`src/rtl/calc_pkg.sv`:
```
// Shared encodings for the multi-cycle execute stage: ALU operation codes,
// operand-source select codes, multiply FSM states and the flag bundle.
package calc_pkg;

  localparam int unsigned OP_W  = 4;
  localparam int unsigned SRC_W = 2;

  typedef enum logic [OP_W-1:0] {
    OP_ADD  = 4'b0000,
    OP_SUB  = 4'b0001,
    OP_AND  = 4'b0010,
    OP_OR   = 4'b0011,
    OP_XOR  = 4'b0100,
    OP_SLL  = 4'b0101,
    OP_SRL  = 4'b0110,
    OP_SRA  = 4'b0111,
    OP_SLT  = 4'b1000,
    OP_PASS = 4'b1001,
    OP_MUL  = 4'b1010
  } alu_op_e;

  typedef enum logic [SRC_W-1:0] {
    SRCA_PC     = 2'b00,
    SRCA_ZERO   = 2'b01,
    SRCA_A      = 2'b10,
    SRCA_ALUOUT = 2'b11
  } src_a_e;

  typedef enum logic [SRC_W-1:0] {
    SRCB_B      = 2'b00,
    SRCB_PC_INC = 2'b01,
    SRCB_IMM    = 2'b10,
    SRCB_IMM_SH = 2'b11
  } src_b_e;

  typedef enum logic [1:0] {
    ST_IDLE = 2'b00,
    ST_MUL  = 2'b01,
    ST_DONE = 2'b10
  } state_e;

  // Condition flags; field order gives {Z,N,C,V} when viewed as 4 bits.
  typedef struct packed {
    logic z;
    logic n;
    logic c;
    logic v;
  } flags_t;

endpackage

```
`src/rtl/calc_alu_comb.sv`:
```
// Purely combinational single-cycle ALU with flag generation.
// Ports: a, b        - operands (after source muxes)
//        op          - operation code (calc_pkg::alu_op_e values)
//        result_c    - operation result, 0 for MUL and undefined codes
//        flags_c     - Z/N/C/V for result_c
module alu_comb
  import calc_pkg::*;
#(
  parameter int unsigned WIDTH   = 16,
  parameter int unsigned SHAMT_W = 4
) (
  input  logic [WIDTH-1:0] a,
  input  logic [WIDTH-1:0] b,
  input  logic [OP_W-1:0]  op,
  output logic [WIDTH-1:0] result_c,
  output flags_t           flags_c
);

  logic [WIDTH:0]   sum_ext;
  logic [WIDTH:0]   diff_ext;
  logic [SHAMT_W-1:0] shamt;
  logic             carry;
  logic             ovf;
  logic             lt;

  // Result and arithmetic side flags per operation.
  always_comb begin
    sum_ext  = {1'b0, a} + {1'b0, b};
    diff_ext = {1'b0, a} - {1'b0, b};
    shamt    = b[SHAMT_W-1:0];
    lt       = ($signed(a) < $signed(b));
    result_c = '0;
    carry    = 1'b0;
    ovf      = 1'b0;
    case (op)
      OP_ADD: begin
        result_c = sum_ext[WIDTH-1:0];
        carry    = sum_ext[WIDTH];
        ovf      = (a[WIDTH-1] == b[WIDTH-1]) && (result_c[WIDTH-1] != a[WIDTH-1]);
      end
      OP_SUB: begin
        result_c = diff_ext[WIDTH-1:0];
        // Carry means "no borrow", i.e. a >= b unsigned.
        carry    = ~diff_ext[WIDTH];
        ovf      = (a[WIDTH-1] != b[WIDTH-1]) && (result_c[WIDTH-1] != a[WIDTH-1]);
      end
      OP_AND:  result_c = a & b;
      OP_OR:   result_c = a | b;
      OP_XOR:  result_c = a ^ b;
      OP_SLL:  result_c = a << shamt;
      OP_SRL:  result_c = a >> shamt;
      OP_SRA:  result_c = WIDTH'($signed(a) >>> shamt);
      OP_SLT:  result_c = {{(WIDTH-1){1'b0}}, lt};
      OP_PASS: result_c = b;
      default: result_c = '0;
    endcase
  end

  // Common Z/N derivation.
  always_comb begin
    flags_c   = '0;
    flags_c.z = (result_c == '0);
    flags_c.n = result_c[WIDTH-1];
    flags_c.c = carry;
    flags_c.v = ovf;
  end

endmodule

```
`src/rtl/calc_unit_mc.sv`:
```
// Multi-cycle execute stage: operand registers, ALU source muxes, single-cycle
// ALU, iterative shift-add multiplier, ALUOut register and sticky flags.
// Ports: clk, reset (sync, active-high)
//        input_A/B/PC/imm         - datapath sources
//        input_ALUSrcA/B, ALUOp   - source selects and operation
//        input_start              - launch multiply (with ALUOp = MUL)
//        input_FlagWrite          - update flags from this op
//        output_ALUMuxOut         - combinational result (product acc while busy)
//        output_ALUOut_sr, B_sr   - registered result and store data
//        output_Zero/negative/carry/overflow - registered flags
//        output_busy, output_done - multiply handshake
module calc_unit_mc
  import calc_pkg::*;
#(
  parameter int unsigned WIDTH   = 16,
  parameter int unsigned PC_INC  = 2,
  parameter int unsigned SHAMT_W = 4
) (
  input  logic             clk,
  input  logic             reset,
  input  logic [WIDTH-1:0] input_A,
  input  logic [WIDTH-1:0] input_B,
  input  logic [WIDTH-1:0] input_PC,
  input  logic [WIDTH-1:0] input_imm,
  input  logic [SRC_W-1:0] input_ALUSrcA,
  input  logic [SRC_W-1:0] input_ALUSrcB,
  input  logic [OP_W-1:0]  input_ALUOp,
  input  logic             input_start,
  input  logic             input_FlagWrite,
  output logic [WIDTH-1:0] output_ALUMuxOut,
  output logic [WIDTH-1:0] output_ALUOut_sr,
  output logic [WIDTH-1:0] output_B_sr,
  output logic             output_Zero,
  output logic             output_negative,
  output logic             output_carry,
  output logic             output_overflow,
  output logic             output_busy,
  output logic             output_done
);

  localparam int unsigned CNT_W = (WIDTH > 1) ? $clog2(WIDTH) : 1;

  state_e           state_q, state_d;
  logic [WIDTH-1:0] a_sr, b_sr, aluout_sr;
  logic [WIDTH-1:0] mcand_q, mplier_q, acc_q;
  logic [CNT_W-1:0] cnt_q;
  logic             fw_q;
  logic             busy_q, done_q;
  flags_t           flags_q;

  logic [WIDTH-1:0] src_a_c, src_b_c;
  logic [WIDTH-1:0] alu_res_c;
  flags_t           alu_flags_c;
  flags_t           mul_flags_c;
  logic             launch_c;
  logic             last_iter_c;

  // Operand source muxes.
  always_comb begin
    src_a_c = '0;
    src_b_c = '0;
    case (input_ALUSrcA)
      SRCA_PC:     src_a_c = input_PC;
      SRCA_ZERO:   src_a_c = '0;
      SRCA_A:      src_a_c = a_sr;
      SRCA_ALUOUT: src_a_c = aluout_sr;
      default:     src_a_c = '0;
    endcase
    case (input_ALUSrcB)
      SRCB_B:      src_b_c = b_sr;
      SRCB_PC_INC: src_b_c = WIDTH'(PC_INC);
      SRCB_IMM:    src_b_c = input_imm;
      SRCB_IMM_SH: src_b_c = {input_imm[WIDTH-2:0], 1'b0};
      default:     src_b_c = '0;
    endcase
  end

  alu_comb #(
    .WIDTH   (WIDTH),
    .SHAMT_W (SHAMT_W)
  ) u_alu (
    .a        (src_a_c),
    .b        (src_b_c),
    .op       (input_ALUOp),
    .result_c (alu_res_c),
    .flags_c  (alu_flags_c)
  );

  assign launch_c    = (state_q == ST_IDLE) && input_start && (input_ALUOp == OP_MUL);
  assign last_iter_c = (cnt_q == CNT_W'(WIDTH - 1));

  // Product flags: carry and overflow are not meaningful for the truncated product.
  always_comb begin
    mul_flags_c   = '0;
    mul_flags_c.z = (acc_q == '0);
    mul_flags_c.n = acc_q[WIDTH-1];
  end

  // Product accumulator is exposed while the multiplier owns the result path.
  assign output_ALUMuxOut = (state_q == ST_IDLE) ? alu_res_c : acc_q;

  // Multiply FSM state register.
  always_ff @(posedge clk) begin
    if (reset) state_q <= ST_IDLE;
    else       state_q <= state_d;
  end

  // Multiply FSM next state.
  always_comb begin
    state_d = state_q;
    case (state_q)
      ST_IDLE: if (launch_c)    state_d = ST_MUL;
      ST_MUL:  if (last_iter_c) state_d = ST_DONE;
      ST_DONE:                  state_d = ST_IDLE;
      default:                  state_d = ST_IDLE;
    endcase
  end

  // Operand, result and flag registers; frozen while the multiply iterates.
  always_ff @(posedge clk) begin
    if (reset) begin
      a_sr      <= '0;
      b_sr      <= '0;
      aluout_sr <= '0;
      flags_q   <= '0;
    end else if (state_q != ST_MUL) begin
      a_sr      <= input_A;
      b_sr      <= input_B;
      aluout_sr <= output_ALUMuxOut;
      // The launch cycle does not touch flags; the product sets them at DONE.
      if (state_q == ST_DONE) begin
        if (fw_q) flags_q <= mul_flags_c;
      end else if (input_FlagWrite && !launch_c) begin
        flags_q <= alu_flags_c;
      end
    end
  end

  // Shift-add multiplier datapath.
  always_ff @(posedge clk) begin
    if (reset) begin
      mcand_q  <= '0;
      mplier_q <= '0;
      acc_q    <= '0;
      cnt_q    <= '0;
      fw_q     <= 1'b0;
    end else if (launch_c) begin
      mcand_q  <= src_a_c;
      mplier_q <= src_b_c;
      acc_q    <= '0;
      cnt_q    <= '0;
      fw_q     <= input_FlagWrite;
    end else if (state_q == ST_MUL) begin
      if (mplier_q[0]) acc_q <= acc_q + mcand_q;
      mcand_q  <= mcand_q << 1;
      mplier_q <= mplier_q >> 1;
      cnt_q    <= cnt_q + CNT_W'(1);
    end
  end

  // Registered handshake outputs track the state being entered.
  always_ff @(posedge clk) begin
    if (reset) begin
      busy_q <= 1'b0;
      done_q <= 1'b0;
    end else begin
      busy_q <= (state_d == ST_MUL);
      done_q <= (state_d == ST_DONE);
    end
  end

  assign output_ALUOut_sr = aluout_sr;
  assign output_B_sr      = b_sr;
  assign output_Zero      = flags_q.z;
  assign output_negative  = flags_q.n;
  assign output_carry     = flags_q.c;
  assign output_overflow  = flags_q.v;
  assign output_busy      = busy_q;
  assign output_done      = done_q;

endmodule

```
`config.mk`:
```
export PLATFORM = sky130hd
export DESIGN_NAME = calc_unit_mc
export DESIGN_NICKNAME = d
export VERILOG_FILES = /design/src/rtl/calc_pkg.sv /design/src/rtl/calc_alu_comb.sv /design/src/rtl/calc_unit_mc.sv
export SDC_FILE = /design/constraint.sdc
export NUM_CORES = 1
export LEC_CHECK = 0
export CORE_MARGIN = 10
export CORE_UTILIZATION = 40
export DETAILED_ROUTE_END_ITERATION = 8
export PLACE_DENSITY = 0.65
export SLEW_MARGIN = 20
export SYNTH_ARGS = -nofsm -noshare
export SYNTH_HDL_FRONTEND = slang
export SYNTH_SLANG_ARGS = --single-unit
```
`constraint.sdc`:
```
create_clock -name clk -period 9.2 [get_ports clk]
set_input_delay 1.84 -clock clk [delete_from_list [all_inputs] [get_ports clk]]
set_output_delay 1.84 -clock clk [all_outputs]
set_load 0.05 [all_outputs]
```
# Word level (Yosys, flattened, before mapping)
# Index checks and enable logic that the tools add are counted.
classes:
  n_lt_le_gt_ge: 1
  shift: 3
  n_reduce_logical: 17
  addsub: 4
  n_mux: 16
  multipliers: 0
  n_bitwise: 4
  div: 0
  n_eq_ne: 27
op_table:
  columns: ["op", "n"]
  rows:
  - ["$pmux W16 S10", 1]
  - ["$pmux W16 S4", 2]
  - ["$mux W16", 5]
  - ["$logic_not A16 Y1", 2]
  - ["$add A16 B16 Y17", 1]
  - ["$sub A16 B16 Y17", 1]
  - ["$add A16 B16 Y16", 1]
  - ["$and A16 B16 Y16", 1]
  - ["$eq A4 B3 Y1 const B", 4]
  - ["$eq A4 B4 Y1 const B", 4]
  - ["$lt A16 B16 Y1", 1]
  - ["$or A16 B16 Y16", 1]
  - ["$shl A16 B4 Y16", 1]
  - ["$shr A16 B4 Y16", 1]
  - ["$sshr A16 B4 Y16", 1]
  - ["$xor A16 B16 Y16", 1]
  - ["$eq A2 B2 Y1 const B", 6]
  - ["$mux W4", 3]
  - ["$eq A2 B1 Y1 const B", 4]
  - ["$eq A4 B2 Y1 const B", 2]
  - ["$logic_not A2 Y1", 3]
  - ["$logic_and A1 B1 Y1", 5]
  - ["$add A4 B1 Y4 const B", 1]
  - ["$eq A4 B1 Y1 const B", 1]
  - ["14 further kinds", 19]
word_totals:
  reg_bits: 109
  wordCells: 87
  mem_count: 0
  mem_bits_ro: 0
  ramBits: 0
  inputBits: 76
  latch_bits: 0

# Logic depth before layout (Yosys ltp)
# Gate-level depths: netlist of the first run.
depth:
  ltp_word: 8
  depth_mapped: 19

# By module
# From an unflattened synthesis of the first run, not the netlist that was laid out.
unflattened:
  cells_unflattened: 1296
  hier_area_um2: 10218.6
by_module_without_submodules:
  columns: ["module", "instances", "area_per_inst_um2", "cells_each"]
  rows:
  - ["calc_unit_mc", 1, 5609.1, 701]
  - ["alu_comb", 1, 4609.4, 595]

# Worst setup path before layout of the first run
# Ideal clock, no wire load.
synth_timing:
  kind: "input to output"
  from: "input port input_ALUSrcB[1]"
  to: "output port output_ALUMuxOut[12]"
  arrival_ns: 5.909
  required_time_ns: 7.360
  cell_stages: 17
  slack_ns: 1.451
  path_buffers: 4
  cell_sequence: "buf_4 buf_2 buf_1 mux2i_1 nor2_1 a31oi_1 inv_1 ha_1 clkbuf_1 nor3b_1 o31ai_1 a311oi_1 o21bai_1 o2bb2ai_1 a221o_1 a2111oi_0 a21oi_1"
synth_via:
  elab_chain_len: 5
  elab_cells_between_ends: 15
synth_rtl:
  columns: ["element", "line", "source"]
  rows:
  - ["from (decl)", "calc_unit_mc.sv:26", "input logic [SRC_W-1:0] input_ALUSrcB,"]
  - ["$eq A2 B2 Y1 (tied with other cells)", "calc_unit_mc.sv:69", "case (input_ALUSrcB)"]
  - ["$pmux W16 S4 *", "calc_unit_mc.sv:69", null]
  - ["$sub A16 B16 Y17 (tied with other cells)", "calc_alu_comb.sv:29", "diff_ext = {1'b0, a} - {1'b0, b};"]
  - ["$pmux W16 S10 *", "calc_alu_comb.sv:35", "case (op)"]
  - ["$mux W16 *", "calc_unit_mc.sv:100", "assign output_ALUMuxOut = (state_q == ST_IDLE) ? alu_res_c : acc_q;"]
  - ["to (decl)", "calc_unit_mc.sv:30", "output logic [WIDTH-1:0] output_ALUMuxOut,"]
# Every way passes the cells marked *; elsewhere a longest branch is shown, timed or not.

# Worst setup path after layout of the first run
layout_timing:
  from: "input port input_ALUSrcA[0]"
  to: "output port output_ALUMuxOut[12]"
layout_via:
  elab_chain_len: 5
  elab_cells_between_ends: 15
layout_rtl:
  columns: ["element", "line", "source"]
  rows:
  - ["from (decl)", "calc_unit_mc.sv:25", "input logic [SRC_W-1:0] input_ALUSrcA,"]
  - ["$eq A2 B2 Y1 (tied with other cells)", "calc_unit_mc.sv:62", "case (input_ALUSrcA)"]
  - ["$pmux W16 S4 *", "calc_unit_mc.sv:62", null]
  - ["$sub A16 B16 Y17 (tied with other cells)", "calc_alu_comb.sv:29", null]
  - ["$pmux W16 S10 *", "calc_alu_comb.sv:35", null]
  - ["$mux W16 *", "calc_unit_mc.sv:100", null]
# Marked as above.

==> impl_metrics.csv, run 1 <==
group,metric,value,unit
route,drt_iter0_drc,1484,
sta,rsz0062_at_grt,"false",
sta,hold_viol_final,0,
worst_setup_path,crit_path_end_kind,"primary output",
sta,setup_viol_count_final,0,
grt,busiest_layer,"met2",
grt,grt_pass1_wl,66100,um
logic_synthesis,yosysTopAreaCellShare,21.9,%
cts,cts_tree,"done",
cells_and_area,layout_commonest_cell,"nand2_1",
route,routedWlPerCell,25.4,um
cells_and_area,final_area,11900,um^2
cts,cts_resized,0,
worst_setup_path,cp-start-kind,"primary input",
cts,clock_latency,0.38,ns
logic_synthesis,ys_warn_count,0,
logic_synthesis,synth_edf_count,0,
worst_setup_path,critPathCapture,"output_ALUMuxOut[12]",
logic_synthesis,syn_nets,1482,
route,via_count,11016,
power,p_sw_share,43.1,%
grt,gr-usage-met2,40.0,%
floorplan,coreArea,24400,um^2
worst_setup_path,r2r_cells,14,
logic_synthesis,yosys_register_bits,109,
placement,gp_congestion,1.03,
floorplan,die-area,31600,um^2
logic_synthesis,synth_cells,1338,
route,firstDrtPassIters,6,
logic_synthesis,synthTopCellsByArea,"dfxtp_1, ha_1, nand2_1",
worst_setup_path,worst_ep_required_time,7.36,ns
logic_synthesis,yosys.area.top_type,"dfxtp_1",
grt,grt_usage,27.2,%
route,drcViolationCount,0,
logic_synthesis,async_flop_share,0,%
run_status,status,"finished, final reports clean",
worst_setup_path,ff2ff_setup_slack,4.79,ns
worst_setup_path,crit_type,"in -> out",
cts,clkSinkCount,109,
cts,post-cts-setup-buffers,0,
route,drtAntennaViolNets,0,
logic_synthesis,synth_ff_type,"dfxtp_1",
floorplan,start_util,40.8,%
placement,dp_hpwl,34000,um
logic_synthesis,avgSynthCellArea,7.43,um^2
job,cap_viol_max_count,0,
worst_hold_path,hold_path.class,"reg -> reg",
cells_and_area,synthToLayoutAreaGrowth,19.7,%
power,p_int,0.945,mW
sta,hold_slack,0.455,ns
cells_and_area,final_cell_mix,"nand2_1, a21oi_1, clkdlybuf4s50_1, nor2_1, dfxtp_1",
power,p_leak,4.83,nW
grt,overflow,0,
sta,slew-limit-headroom,27.4,%
sta,tightest_slew,1.09,ns
power,switchingPower,0.717,mW
cells_and_area,drive_gt1_share,9.54,%
power,p_per_area,140,nW/um^2
worst_setup_path,r2r-end,"output_ALUOut_sr[15]",
power,p_comb_share,43.6,%
sta,fin_crit_sh,92.9,%
grt,use_met1,37.7,%
power,clkPwrFrac,25.5,%
cells_and_area,nets,1565,
cts,clk_pin_slew,0.08,ns
sta,report.final.slew_viol_count,0,
placement,port_buffers,129,
cts,cts_hold_buf,0,
floorplan,row_count,57,
cells_and_area,diodes,0,
logic_synthesis,synth_cell_type_count,86,
sta,clock_skew,0.0233,ns
route,viasPerCell,6.29,
grt,grt_max_degree,88,
grt,antenna_found_initial,0,
sta,finalSetupTns,0,ns
floorplan,die_y,178,um
power,irDropWorstVdd,0.114,mV
cts,cts_buffers,9,
cts,cts-root-buf,"clkbuf_16",
grt,gr-usage-met3,6.88,%
sta,max_freq,117,MHz
power,seq_power_share,30.9,%
logic_synthesis,ys_seq_area_share,21.9,%
cts,clk_path_buf_depth,2,
worst_setup_path,crit_start,"input_ALUSrcA[0]",
grt,grt_pass1_vias,10359,
worst_setup_path,cp_max_fo,9,
worst_setup_path,reg2reg_from,"output_ALUOut_sr[2]",
sta,min_period,8.55,ns
cts,h-tree-depth,3,
worst_setup_path,crit_arrival,6.71,ns
floorplan,die_w,178,um
floorplan,ios,130,
power,total_power,1.66,mW
route,routed_wl,44400,um
placement,post_dp_cell_area,11600,um^2
logic_synthesis,syn_area,9940,um^2
-- power groups by stage --
| stage | clock, mW | combinational, mW | sequential, mW |
|---|---|---|---|
| 6_report | 0.424 | 0.725 | 0.513 |
| 5_1_grt | 0.440 | 0.762 | 0.515 |
| 4_1_cts | 0.430 | 0.709 | 0.513 |
| 3_5_place_dp | 0 | 0.706 | 0.524 |
| 3_3_place_gp | 0 | 0.710 | 0.524 |
| 2_1_floorplan | 0 | 0.394 | 0.563 |
-- routing by layer --
metal,wire length (um),up-vias
met4,1480,0
met2,18500,623
met1,19900,5249
met5,0,-
li1,-,5057
met3,4540,87
-- layout make-up --
cell class | count | area [um^2]
clock inverters | 7 | 86.3
multi-input cells | 1073 | 7160
flip-flops and latches | 109 | 2180
well taps | 324 | 405
inverters | 58 | 218
fillers | 2494 | 12500
clock buffers | 9 | 225
repair buffers | 170 | 1630
-- cells in the mapped netlist, types with 12 or more instances --
master	n
nand2_1	209
buf_2	17
nor3_1	32
clkbuf_1	62
ha_1	65
buf_1	14
o21ai_0	57
a22oi_1	16
mux2_2	18
o22ai_1	13
mux2i_1	50
nor2b_1	19
nor2_1	112
a22o_1	12
nand3_1	38
a31oi_1	20
a211oi_1	31
dfxtp_1	109
xnor2_1	12
o221ai_1	13
a21oi_1	122
a311oi_1	12
inv_1	51
-- flip-flops by register name, indices dropped and copies added, names as in the netlist, 2 cells and up --
name	cells
cnt_q	4
output_B_sr	16
acc_q	16
mplier_q	16
output_ALUOut_sr	16
a_sr	16
mcand_q	16
state_q	2
-- cells by family after synthesis --
family,count (synthesis),synth area share (%)
buffers and inverters,156,6.40
flip-flops,109,21.9
adder cells (fa/ha/maj),68,8.78
AND/OR/NAND/NOR,494,22.8
multiplexers,86,10.5
XOR/XNOR,18,1.59
AO/OA/AOI/OAI,407,27.9
-- worst min-delay path by stage --
stage / depth (start not counted) / to / start
final: 2 / a_sr[6] / a_sr[6]
after global routing: 2 / a_sr[6] / a_sr[6]
after detailed placement: 2 / a_sr[9] / a_sr[9]
after CTS: 2 / fw_q / fw_q
after global placement: 2 / a_sr[6] / a_sr[6]
after floorplan: 2 / a_sr[12] / a_sr[12]
-- through the flow --
step / utilization, % / setup WS, ns / std cells
final: 48.8 / 0.652 / 1750
after detailed placement: 47.5 / 0.718 / 1734
after CTS: 48.8 / 0.698 / 1750
after global placement: 47.5 / 0.850 / 1734
after floorplan: - / 1.45 / 1338
after global routing: 48.8 / 0.308 / 1750
-- critical path: stages --
cell	delay (ns)
clkdlybuf4s50_1	0.64
nor2_1	0.52
a22oi_1	0.35
ha_1	0.34
fa_1	0.47
nor2b_1	0.23
o2111ai_1	0.18
a311oi_1	0.39
o21bai_1	0.14
o2bb2ai_1	0.25
a221o_1	0.40
a2111oi_0	0.45
buf_4	0.21
a21oi_1	0.09
buf_4	0.22
Power figures use the tool's default switching activity.
==> run 2: changes to the inputs <==
--- a/config.mk
+++ b/config.mk
@@ -8,7 +8,7 @@
 export CORE_MARGIN = 10
 export CORE_UTILIZATION = 40
 export DETAILED_ROUTE_END_ITERATION = 8
-export PLACE_DENSITY = 0.65
+export PLACE_DENSITY = 0.59
 export SLEW_MARGIN = 20
 export SYNTH_ARGS = -nofsm -noshare
 export SYNTH_HDL_FRONTEND = slang
==> run 2 against run 1 <==
  * Clock skew down 0.0050 ns
  * First-iteration DRC count down 28%
  * Largest power group unchanged
  * Critical endpoint unchanged
  * Power down 0.82%
  * Highest routed layer unchanged
==> impl_metrics.csv, run 2 (synthesis results as in run 1) <==
group,metric,value,unit
run_status,status,"finished, final reports clean",
cts,cts_buffers,9,
route,drtAntennaViolNets,0,
cts,clock_latency,0.37,ns
cells_and_area,diodes,0,
placement,dp_hpwl,32500,um
cells_and_area,fill_cells,2487,
floorplan,die_y,178,um
cts,clkSinkCount,109,
worst_setup_path,worst_ep_required_time,7.36,ns
route,drcViolationCount,0,
grt,overflow,0,
worst_setup_path,crit_path_end_kind,"primary output",
cells_and_area,final_cell_mix,"nand2_1, a21oi_1, clkdlybuf4s50_1, nor2_1, dfxtp_1",
power,total_power,1.65,mW
worst_setup_path,cp_max_fo,10,
route,drt_iter0_drc,1064,
placement,port_buffers,129,
cells_and_area,synthToLayoutAreaGrowth,19.6,%
worst_hold_path,min_delay_worst_endpoint,"a_sr[6]",
floorplan,coreArea,24400,um^2
worst_setup_path,r2r-end,"output_Zero",
sta,hold_slack,0.454,ns
cts,cts_tree,"done",
cts,clk_path_buf_depth,2,
power,irDropWorstVdd,0.110,mV
sta,clock_skew,0.0183,ns
worst_setup_path,cp-start-kind,"primary input",
cts,post-cts-setup-buffers,0,
cts,clk_pin_slew,0.08,ns
sta,max_freq,114,MHz
route,viasPerCell,6.19,
grt,grt_usage,26.3,%
cts,cts_resized,0,
floorplan,ios,130,
sta,report.final.slew_viol_count,0,
route,routedWlPerCell,24.5,um
sta,min_period,8.76,ns
job,cap_viol_max_count,0,
worst_hold_path,hold-path-cell-count,2,
sta,tightest_slew,0.999,ns
power,p_per_area,139,nW/um^2
placement,gp_congestion,1.01,
floorplan,start_util,40.8,%
sta,setup_viol_count_final,0,
sta,hold_viol_final,0,
grt,grt_max_degree,81,
route,routed_wl,42800,um
sta,finalSetupTns,0,ns
sta,fin_crit_sh,95.2,%
worst_hold_path,hold_path.class,"reg -> reg",
route,via_count,10830,
worst_setup_path,ff2ff_setup_slack,4.64,ns
sta,rsz0062_at_grt,"false",
route,firstDrtPassIters,5,
cts,h-tree-depth,3,
worst_setup_path,reg2reg_from,"output_ALUOut_sr[0]",
grt,grt_pass1_wl,64300,um
cts,cts-root-buf,"clkbuf_16",
cts,cts_hold_buf,0,
floorplan,row_count,57,
cells_and_area,layout_commonest_cell,"nand2_1",
worst_setup_path,crit_type,"in -> out",
worst_setup_path,crit_arrival,6.92,ns
power,p_leak,4.82,nW
floorplan,die_w,178,um
grt,antenna_found_initial,0,
cells_and_area,drive_gt1_share,9.61,%
worst_setup_path,r2r_cells,16,
sta,slew-limit-headroom,33.1,%
worst_hold_path,holdCritStartpoint,"a_sr[6]",
cells_and_area,nets,1565,
grt,grt_pass1_vias,10222,
floorplan,die-area,31600,um^2
## run 2: cell types whose count changed in the layout (fill, tap and decap cells not counted), sizes merged
cell / previous run / this run
clkbuf: 9 / 10
inv: 60 / 59
clkinvlp: 0 / 1
clkinv: 5 / 4
## run 2: stage by stage
stage          worst slack, ns  util [%]  cell area, um^2  std cells
2_1_floorplan             1.45         -             9940       1338
3_3_place_gp             0.710      47.5            11600       1734
3_5_place_dp             0.548      47.5            11600       1734
4_1_cts                  0.555      48.8            11900       1750
5_1_grt                 0.0719      48.8            11900       1750
6_report                 0.441      48.8            11900       1750
## run 2: critical path, stage by stage
cell,delay (ns)
clkdlybuf4s50_1,0.65
nor2_1,0.61
a22oi_1,0.36
ha_1,0.33
fa_1,0.46
nor2b_1,0.25
o2111ai_1,0.20
a311oi_1,0.41
o21bai_1,0.15
o2bb2ai_1,0.24
a221o_1,0.39
a2111oi_0,0.40
buf_4,0.19
a21oi_1,0.17
buf_4,0.26
## run 2: layer usage
layer | vias to the layer above | track usage [%] | wire (um)
met3 | 63 | 7.50 | 4770
met4 | 0 | 7.40 | 1050
met5 | - | 0 | 0
li1 | 5051 | - | -
met1 | 5140 | 36.1 | 19100
met2 | 576 | 39.1 | 17900
## run 2: how the worst max path moves through the flow
stage,startpoint,endpoint,slack (ns),cells after the start
after floorplan,input_ALUSrcB[1],output_ALUMuxOut[12],1.45,17
after global placement,input_ALUSrcA[0],output_ALUMuxOut[12],0.71,15
after detailed placement,input_ALUSrcA[0],output_ALUMuxOut[12],0.55,15
after CTS,input_ALUSrcA[0],output_ALUMuxOut[12],0.56,15
after global routing,input_ALUSrcA[0],output_ALUMuxOut[12],0.07,15
final,input_ALUSrcA[0],output_ALUMuxOut[12],0.44,15
## run 2: area by class of cell
class	count	area, um^2	area share (%)
Timing Repair Buffer	170	1630	13.7
Clock inverter	6	63.8	0.537
Tap cell	324	405	3.41
Multi-Input combinational cell	1073	7160	60.2
Inverter	58	218	1.83
Sequential cell	109	2180	18.3
Clock buffer	10	239	2.01
## run 2: report_power, final
group / switching (mW) / internal (mW)
clock: 0.222 / 0.200
combinational: 0.462 / 0.253
sequential: 0.0189 / 0.493
==> run 3: changes to the inputs <==
--- a/config.mk
+++ b/config.mk
@@ -6,10 +6,11 @@
 export NUM_CORES = 1
 export LEC_CHECK = 0
 export CORE_MARGIN = 10
-export CORE_UTILIZATION = 40
+export CORE_UTILIZATION = 60
 export DETAILED_ROUTE_END_ITERATION = 8
-export PLACE_DENSITY = 0.59
+export PLACE_DENSITY = 0.84
 export SLEW_MARGIN = 20
 export SYNTH_ARGS = -nofsm -noshare
 export SYNTH_HDL_FRONTEND = slang
+export SYNTH_HIERARCHICAL = 1
 export SYNTH_SLANG_ARGS = --single-unit
==> run 3 against run 2 <==
  * Hold slack improved by 0.0053 ns
  * Design area grew 0.88%
  * Non-clock buffer count rose by 10
  * First-iteration DRC count grew 74%
  * Sequential share of layout area fell by 0.16 points
  * Critical path depth down 1
  * Fmax rose by 5.1%
  * Count of clock-buffer cells in the layout shrank 1
  * Power is 2.1% higher
  * Critical path type unchanged
  * Critical endpoint is now output_ALUMuxOut[0]
==> impl_metrics.csv, run 3 <==
group,metric,value,unit
grt,overflow,0,
sta,hold_viol_final,0,
cts,clk_pin_slew,0.09,ns
floorplan,die_y,151,um
cells_and_area,drive_gt1_share,13.7,%
logic_synthesis,syn_nets,1442,
route,firstDrtPassIters,7,
logic_synthesis,syn_area,10200,um^2
logic_synthesis,ys_seq_area_share,21.4,%
sta,slew-limit-headroom,32.8,%
placement,post-place-ws,1.02,ns
logic_synthesis,ys_warn_count,6,
cts,cts-root-buf,"clkbuf_16",
cts,clkSinkCount,109,
route,via_count,11265,
logic_synthesis,synth_edf_count,0,
worst_setup_path,worst_ep_required_time,7.36,ns
logic_synthesis,synthTopCellsByArea,"dfxtp_1, ha_1, nand2_1",
grt,grt_pass1_wl,60300,um
cts,cts_buffers,9,
cells_and_area,layout_commonest_cell,"nand2_1",
sta,fin_ws,0.869,ns
logic_synthesis,avgSynthCellArea,7.88,um^2
cells_and_area,nets,1525,
worst_setup_path,crit_path_end_kind,"primary output",
run_status,status,"finished, final reports clean",
route,drcViolationCount,0,
floorplan,coreArea,16600,um^2
cts,cts_resized,0,
cts,post-cts-setup-buffers,0,
floorplan,start_util,61.4,%
grt,antenna_found_initial,0,
cts,cts_hold_buf,0,
sta,finalSetupTns,0,ns
power,p_leak,4.84,nW
logic_synthesis,synth_ff_type,"dfxtp_1",
route,routedWlPerCell,25.0,um
worst_setup_path,cp-start-kind,"primary input",
job,cap_viol_max_count,0,
logic_synthesis,synth_cells,1296,
sta,setup_viol_count_final,0,
logic_synthesis,yosysTopAreaCellShare,21.4,%
sta,max_freq,120,MHz
placement,dp_hpwl,30000,um
cts,h-tree-depth,3,
sta,report.final.slew_viol_count,0,
cells_and_area,diodes,0,
logic_synthesis,synthTopCellsByCount,"nand2_1, a21oi_1, dfxtp_1",
grt,grt_pass1_vias,10356,
floorplan,ios,130,
grt,grt_usage,34.0,%
sta,fin_crit_sh,90.6,%
route,drtAntennaViolNets,0,
route,routed_wl,40100,um
power,irDropWorstVdd,0.113,mV
cts,clock_latency,0.37,ns
placement,gp_congestion,1.07,
grt,grt_max_degree,93,
sta,rsz0062_at_grt,"false",
power,p_per_area,140,nW/um^2
worst_setup_path,crit_type,"in -> out",
sta,tightest_slew,0.983,ns
floorplan,die-area,22700,um^2
worst_setup_path,cp_max_fo,16,
cells_and_area,synthToLayoutAreaGrowth,17.4,%
sta,min_period,8.33,ns
worst_hold_path,hold_path.class,"reg -> reg",
floorplan,row_count,47,
logic_synthesis,synth_cell_type_count,100,
cts,cts_tree,"done",
route,drt_iter0_drc,1848,
placement,port_buffers,129,
logic_synthesis,async_flop_share,0,%
floorplan,die_w,151,um
worst_setup_path,crit_arrival,6.49,ns
logic_synthesis,synth.most_common_cell,"nand2_1",
logic_synthesis,yosys_register_bits,109,
sta,clock_skew,0.0158,ns
cts,clk_path_buf_depth,2,
cells_and_area,final_cell_mix,"nand2_1, a21oi_1, clkdlybuf4s50_1, dfxtp_1, nor2_1",
logic_synthesis,yosys.area.top_type,"dfxtp_1",
route,viasPerCell,7.02,
## run 3: cell types whose count changed in the layout (fill, tap and decap cells not counted), moves of 9 or more
cell	change
nand2_1	+9
a211oi_1	-16
a31oi_1	-12
o21ai_0	-17
mux2_2	+22
nor2_1	-31
buf_4	+10
o211ai_1	+11
a311oi_1	+9
mux2i_1	-15
mux4_2	+9
## run 3: path summary, 6_finish.rpt
path / startpoint / to / slack (ns) / depth (start not counted)
setup reg to reg: a_sr[0] / output_Zero / 4.60 / 15
hold / removal: a_sr[13] / a_sr[13] / 0.46 / 2
hold reg to reg: a_sr[13] / a_sr[13] / 0.46 / 2
setup / recovery: input_ALUSrcA[0] / output_ALUMuxOut[0] / 0.87 / 14
## run 3: layout make-up
cell class / instances / area, um^2
Multi-Input combinational cell: 1025 / 7320
Fill cell: 1349 / 4640
Sequential cell: 109 / 2180
Timing Repair Buffer: 180 / 1690
Tap cell: 220 / 275
Clock buffer: 9 / 225
Inverter: 54 / 203
Clock inverter: 7 / 101
## run 3: cell families after synthesis
family                   Yosys count  synth area share, %
AO/OA/AOI/OAI                    372                 25.5
XOR/XNOR                          21                 1.80
adder cells (fa/ha/maj)           70                 8.79
buffers and inverters            162                 7.75
flip-flops                       109                 21.4
multiplexers                     100                 13.4
AND/OR/NAND/NOR                  462                 21.4
## run 3: worst max-delay path: stages
cell and delay [ns]:
clkdlybuf4s50_1 0.78, nor2_1 0.25, buf_4 0.25, a22o_1 0.60, inv_1 0.11, ha_1 0.49, and3b_1 0.24, a21o_1 0.24
o311ai_1 0.61, o21ai_0 0.15, mux2_2 0.30, o21ai_0 0.21, mux2_2 0.26, buf_12 0.15
## run 3: per-layer routing
| metal | GRT usage, % | vias to the layer above | wire length, um |
|---|---|---|---|
| met5 | 0 | - | 0 |
| met4 | 15.4 | 0 | 2230 |
| met3 | 9.09 | 182 | 4820 |
| met2 | 51.1 | 775 | 17600 |
| met1 | 44.5 | 5355 | 15500 |
| li1 | - | 4953 | - |
## run 3: where the power goes
part	switching, mW	internal [mW]
logic	0.462	0.278
clock network	0.229	0.202
registers	0.0191	0.493
## run 3: through the flow
stage	utilization (%)	cells	hold slack, ns	cell area (um^2)	total power [mW]
floorplan	-	1296	0.429	10200	0.989
global placement	70.1	1588	0.437	11700	1.23
detailed placement	70.1	1588	0.449	11700	1.23
CTS	72.1	1604	0.460	12000	1.66
global route	72.1	1604	0.487	12000	1.72
finish	72.1	1604	0.459	12000	1.68
